--- src/rtl/cache_req_arbiter_rr.sv ---
// rtl/cache_req_arbiter_rr.sv - four-requester slot arbiter with round-robin or fixed-priority merge
// Each requester owns a one-entry slot; a single output register drains the winning slot.
module cache_req_arbiter_rr #(
    parameter int DATA_WIDTH    = 6,
    parameter int PRIORITY_MODE = 0
) (
    input  logic                    clk,
    input  logic                    rstn,
    input  logic [3:0]              in_valid,
    output logic [3:0]              in_ready,
    input  logic [4*DATA_WIDTH-1:0] in_data,
    output logic                    out_valid,
    input  logic                    out_ready,
    output logic [DATA_WIDTH-1:0]   out_data,
    output logic [1:0]              out_src,
    output logic                    busy
);

    typedef enum logic {
        ST_EMPTY = 1'b0,
        ST_HOLD  = 1'b1
    } state_t;

    state_t                r_state;
    state_t                w_state_nxt;
    logic [3:0]            r_slot_full;
    logic [DATA_WIDTH-1:0] r_slot_data [4];
    logic [1:0]            r_ptr;
    logic [DATA_WIDTH-1:0] r_out_data;
    logic [1:0]            r_out_src;

    logic [1:0]            w_scan [4];
    logic [1:0]            w_win;
    logic                  w_load;
    logic [3:0]            w_accept;

    // Scan order: fixed mode always starts at 0, round-robin starts at the pointer.
    always_comb begin
        for (int k = 0; k < 4; k++) begin
            w_scan[k] = (PRIORITY_MODE != 0) ? 2'(k) : r_ptr + 2'(k);
        end
    end

    // Walk the scan order backwards so the earliest full slot is the final assignment.
    always_comb begin
        w_win = 2'd0;
        for (int k = 3; k >= 0; k--) begin
            if (r_slot_full[w_scan[k]]) begin
                w_win = w_scan[k];
            end
        end
    end

    assign w_load   = ((r_state == ST_EMPTY) || out_ready) && (|r_slot_full);
    assign w_accept = in_valid & ~r_slot_full;

    always_comb begin
        w_state_nxt = r_state;
        case (r_state)
            ST_EMPTY: if (w_load) w_state_nxt = ST_HOLD;
            ST_HOLD:  if (!w_load && out_ready) w_state_nxt = ST_EMPTY;
            default:  w_state_nxt = ST_EMPTY;
        endcase
    end

    always_ff @(posedge clk or negedge rstn) begin
        if (!rstn) begin
            r_state     <= ST_EMPTY;
            r_slot_full <= 4'b0000;
            r_ptr       <= 2'd0;
            r_out_data  <= '0;
            r_out_src   <= 2'd0;
            for (int i = 0; i < 4; i++) begin
                r_slot_data[i] <= '0;
            end
        end else begin
            r_state <= w_state_nxt;
            // A slot being drained is full, so it cannot also be accepting this edge.
            for (int i = 0; i < 4; i++) begin
                if (w_accept[i]) begin
                    r_slot_full[i] <= 1'b1;
                    r_slot_data[i] <= in_data[i*DATA_WIDTH +: DATA_WIDTH];
                end else if (w_load && (w_win == 2'(i))) begin
                    r_slot_full[i] <= 1'b0;
                end
            end
            if (w_load) begin
                r_out_data <= r_slot_data[w_win];
                r_out_src  <= w_win;
                r_ptr      <= w_win + 2'd1;
            end
        end
    end

    assign in_ready  = ~r_slot_full;
    assign out_valid = (r_state == ST_HOLD);
    assign out_data  = r_out_data;
    assign out_src   = r_out_src;
    assign busy      = (|r_slot_full) | out_valid;

endmodule

--- config.mk ---
export PLATFORM = sky130hd
export DESIGN_NAME = cache_req_arbiter_rr
export DESIGN_NICKNAME = d
export VERILOG_FILES = /design/src/rtl/cache_req_arbiter_rr.sv
export SDC_FILE = /design/constraint.sdc
export NUM_CORES = 1
export LEC_CHECK = 0
export CORE_AREA = 2 2 67 69
export DETAILED_ROUTE_END_ITERATION = 12
export DIE_AREA = 0 0 69 71
export PLACE_DENSITY_LB_ADDON = 0.3
export RECOVER_POWER = 100
export SKIP_CTS_REPAIR_TIMING = 1
export SLEW_MARGIN = 20
export SYNTH_ARGS = -nofsm -noshare
export SYNTH_HDL_FRONTEND = slang
export SYNTH_SLANG_ARGS = --single-unit
export TNS_END_PERCENT = 30
--- constraint.sdc ---
create_clock -name clk -period 1.85 [get_ports clk]
set_input_delay 0.37 -clock clk [delete_from_list [all_inputs] [get_ports clk]]
set_output_delay 0.37 -clock clk [all_outputs]
set_load 0.005 [all_outputs]
======== Word level (Yosys, flattened, before mapping) ========
Cells that the tools add are included.
storage, ports and cells
  bits in registers ....................... 39
  input port bits ......................... 31
  output and inout port bits .............. 14
cells by class
  add/sub/neg operators ................... 4
  $lt $le $gt $ge ......................... 5
  eq/ne operators ......................... 3
  muxes and demuxes ....................... 26
  bitwise logic cells ..................... 5
  reductions and logical operators ........ 14
operator list
  operator             count
  $mux 1               14
  $bmux 6 s2           1
  $lt 2x3->1 const B   4
  $mux 6               2
  $bmux 1 s2           4
  $mux 2               4
  $reduce_bool 2->1    4
  $logic_and 1x1->1    6
  $add 2x1->2 const B  2
  $add 2x2->2 const B  2
  $and 4x4->4          1
  $eq 2x2->1 const B   2
  $not 4->4            1
  $reduce_or 4->1      1
  $ge 3x3->1 const B   1
  $not 2->3            1
  $eq 2x1->1 const B   1
  $logic_not 2->1      1
  $pmux 1 s2           1
  $logic_not 1->1      1
  $logic_or 1x1->1     1
  $not 1->1            1
  $or 1x1->1           1

======== Depth between registers and ports, before layout ========
  depth in word-level cells ............... 11
  gate-level depth with buffers ........... 6

======== Worst setup path after synthesis ========
Ideal clock, no wire load.
  kind .................................... reg2reg
  start ................................... register r_slot_full[0]
  end ..................................... register r_slot_full[1]
  library setup time ...................... 0.126 ns
  arrival ................................. 1.640 ns
  path slack .............................. 0.084 ns
  cell stages (with the launch flop) ...... 6
  path buffers ............................ 1
  clock period less this slack ............ 1.766 ns
  cell sequence ........................... dfrtp_1 nor2b_1 or4_4 and2_4 buf_6 o32a_1
between the ends
  cells in the longest elaborated chain, start to end .. 9
RTL lines
  element                          line  RTL
  start, declared                  26    logic [3:0] r_slot_full;
  start signal, assigned           69    r_slot_full <= 4'b0000;
  start signal, assigned by index  81    r_slot_full[i] <= 1'b1;
  start signal, assigned by index  84    r_slot_full[i] <= 1'b0;
  $bmux 1 s2                       48    if (r_slot_full[w_scan[k]]) begin
  $mux 1 (implied by the code)     48
  $mux 2 (4 in series)             48
  $eq 2x1->1                       83    end else if (w_load && (w_win == 2'(i))) begin
  $logic_and 1x1->1 *              83
  $reduce_bool 2->1 (no line) *    n/a
Every way passes the cells marked *; elsewhere a longest branch is shown, timed or not. The select of a mux whose other input is x is not followed.
A chain may end at the register's enable or synchronous reset.

======== Worst setup path in the final report ========
  start ................................... register r_slot_full[2]
  end ..................................... register r_out_data[1], in the netlist out_data[1]
between the ends
  cells in the longest elaborated chain, start to end .. 10
RTL lines
  element                                     line  RTL
  $bmux 1 s2                                  48
  $mux 1 (implied by the code)                48
  $mux 2 (4 in series)                        48
  $not 2->3 (implied by the code)             88    r_out_data <= r_slot_data[w_win];
  $bmux 6 s2                                  88
  $mux 6 (implied by the code) (2 in series)  88
  end signal, assigned                        88
  end, declared                               29    logic [DATA_WIDTH-1:0] r_out_data;
Parallel ways exist; a longest one is shown, timed or not. The select of a mux whose other input is x is not followed.

==> run_results.csv <==
group,metric,value,unit
yosys,synthDistinctLibCells,32,
placement,pre_cts_ws,0.0118,ns
floorplan,rows,24,
cells_and_area,final_cells,261,
route,dr.first_iter.drc_count,74,
cts,root_buffer,"clkbuf_8",
timing,worst_slew_margin_rel,35.3,%
timing,setup-tns-final,0,ns
worst_setup_path,cp_data_required_time,2.00,ns
power,seq_power_share,38.6,%
worst_setup_path,reg2regPathDepth,6,
global_routing,antenna_found_initial,0,
yosys,syn-num-nets,181,
cells_and_area,area_growth,40.1,%
yosys,yosysWarningCount,0,
power,switching_share,33.4,%
route,drc_errors,0,
yosys,async_reset_ff_share,100,%
floorplan,die_h,71,um
yosys,synth_seq_cells,39,
cts,cts_buffers,5,
worst_setup_path,path_max_fanout,6,
yosys,yosysMostFrequentCell,"dfrtp_1",
timing,fin_skew,0.00335,ns
route,drtAntennaViolNets,0,
power,p_per_area,1630,nW/um2
cts,cts_tree,"yes",
cts,clkLatencyLatePin,0.28,ns
global_routing,grt_overflow,0,
power,cellLeakagePower,1.09,nW
run,cap_violations,0,
yosys,syn_avg_cell_area,11.9,um2
yosys,synth_edf_count,0,
floorplan,die_area,4900,um2
outcome,status,"finished, final reports clean",
timing,tightestPinTransition,0.970,ns
floorplan,core,4200,um2
timing,layout_min_cycle_time,1.84,ns
global_routing,grtUsageTotal,17.5,%
timing,maxSlewViolCount,0,
yosys,yosysTopAreaCell,"dfrtp_1",
timing,period_share,99.5,%
placement,dp_hpwl,3.07,mm
route,drtPass1Iterations,4,
worst_setup_path,crit_path_start_kind,"flip-flop",
global_routing,grt_max_degree,40,
floorplan,start_util,42.5,%
timing,worst_slack,0.00835,ns
global_routing,grt_pass1_vias,1390,
floorplan,ios,45,
placement,place_inst,246,
power,p_int,2.72,mW
timing,fin_hold_ws,0.314,ns
power,ir_drop,0.702,mV
floorplan,die_x,69,um
route,avgViaCountPerCell,5.26,
route,wire_per_inst,16.3,um
cts,cts.path.max_buffers,2,
route,finalWirelength,4.24,mm
cells_and_area,diodes,0,
worst_hold_path,hp-class,"input port to async pin",
timing,fmax,0.543,GHz
cells_and_area,drive_gt1_share,29.2,%
worst_setup_path,end_kind,"flip-flop",
cts,clock-sinks,39,
yosys,synth_top_area_share,54.7,%
route,vias,1372,
yosys,synth_area,1790,um2
timing,setup_viol,0,
placement,portBuffers,44,
worst_setup_path,crit_type,"flip-flop to flip-flop",
power,clkPwrFrac,14.9,%
power,switchingPower,1.36,mW
worst_setup_path,worstPathArrival,1.99,ns
yosys,syn_inst,150,
yosys,synth-seq-area-share,54.7,%
global_routing,grt_pass1_wl,6.67,mm
cells_and_area,nets,239,
timing,report.final.hold_viol_count,0,
power,power,4.07,mW
yosys,yosys-top-cells-count,"39 x dfrtp_1, 24 x mux2_2, 10 x nand2_1",
yosys,ys.flop_type,"dfrtp_1",
timing,rsz0062_at_grt,"true",
cts,htreeDepth,2,
placement,gp_congestion,0.831,
cts,path_clk_slew,0.07,ns
power,p_comb_share,46.5,%
yosys,synthTopCellsByArea,"dfrtp_1 55%, mux2_2 15%, mux2i_1 3.4%",
## path summary, 6_finish.rpt
kind	startpoint	endpoint	slack, ns
worst max-delay path	r_slot_full[2]$_DFFE_PN0P_	out_data[1]$_DFFE_PN0P_	0.008
worst min-delay path	rstn	r_slot_full[3]$_DFFE_PN0P_	0.31
worst max register to register	r_slot_full[2]$_DFFE_PN0P_	out_data[1]$_DFFE_PN0P_	0.008
worst min register to register	out_src[1]$_DFFE_PN0P_	out_src[1]$_DFFE_PN0P_	0.49
max in group asynchronous	rstn	r_slot_full[1]$_DFFE_PN0P_	0.87
min in group clk	out_src[1]$_DFFE_PN0P_	out_src[1]$_DFFE_PN0P_	0.49
## layer usage
layer	global-route usage [%]	part of all wire (%)	vias up
li1	-	-	648
met1	21.1	42	679
met2	29.8	51	38
met3	4.13	5.2	7
met4	7.84	1.7	0
met5	0	0	-
## critical path, cell delays in order, from the launching register on
cell,delay (ns)
dfrtp_2,0.42
buf_4,0.16
nor2b_4,0.13
or4_4,0.46
and2_4,0.21
mux2i_2,0.23
o211ai_1,0.10
## layout make-up
type | instances | area, um2
fillers | 365 | 1700
flip-flops and latches | 39 | 980
multi-input cells | 100 | 792
repair buffers | 57 | 546
clock buffers | 8 | 100
well taps | 52 | 65.1
inverters | 5 | 18.8
## kinds of logic after synthesis
| kind of cell | share of synthesized area [%] |
|---|---|
| flip-flops | 54.7 |
| AND/OR/NAND/NOR | 11.2 |
| AO/OA/AOI/OAI | 11.9 |
| multiplexers | 18.5 |
| buffers and inverters | 3.22 |
| XOR/XNOR | 0.491 |
## power groups by stage
| stage | clock (mW) | sequential [mW] | combinational [mW] |
|---|---|---|---|
| after global placement | 0 | 1.54 | 1.63 |
| final | 0.607 | 1.57 | 1.89 |
| after floorplan | 0 | 1.47 | 1.18 |
| after detailed placement | 0 | 1.58 | 1.70 |
| after CTS | 0.639 | 1.56 | 1.70 |
| after global routing | 0.681 | 1.62 | 2.06 |
## registers in the layout, summed over array words and instances (netlist names)
name / flops
r_slot_full: 4
r_slot_data: 24
out_valid: 1
out_data: 6
r_ptr: 2
out_src: 2
## through the flow
stage | instance area, um2 | utilization [%]
detailed placement | 2320 | 55.2
global route | 2500 | 59.5
global placement | 2320 | 55.2
CTS | 2420 | 57.6
floorplan | 1790 | -
finish | 2500 | 59.5
## cells in the final DEF, fill, tap and decap left out, types with 2 or more instances in the layout
master / n
clkdlybuf4s50_1: 42
dfrtp_1: 36
mux2_2: 24
buf_4: 11
nand2_1: 10
clkbuf_8: 7
a21boi_0: 6
o211ai_1: 6
inv_1: 5
nor2b_1: 5
o21ai_1: 5
mux2i_1: 5
nor2_1: 4
o21ai_0: 4
and3_1: 4
nand2b_1: 3
dfrtp_2: 3
or4_4: 2
and2_4: 2
a21oi_1: 2
a21o_1: 2
and3_2: 2
(Power assumes the default switching activity.)
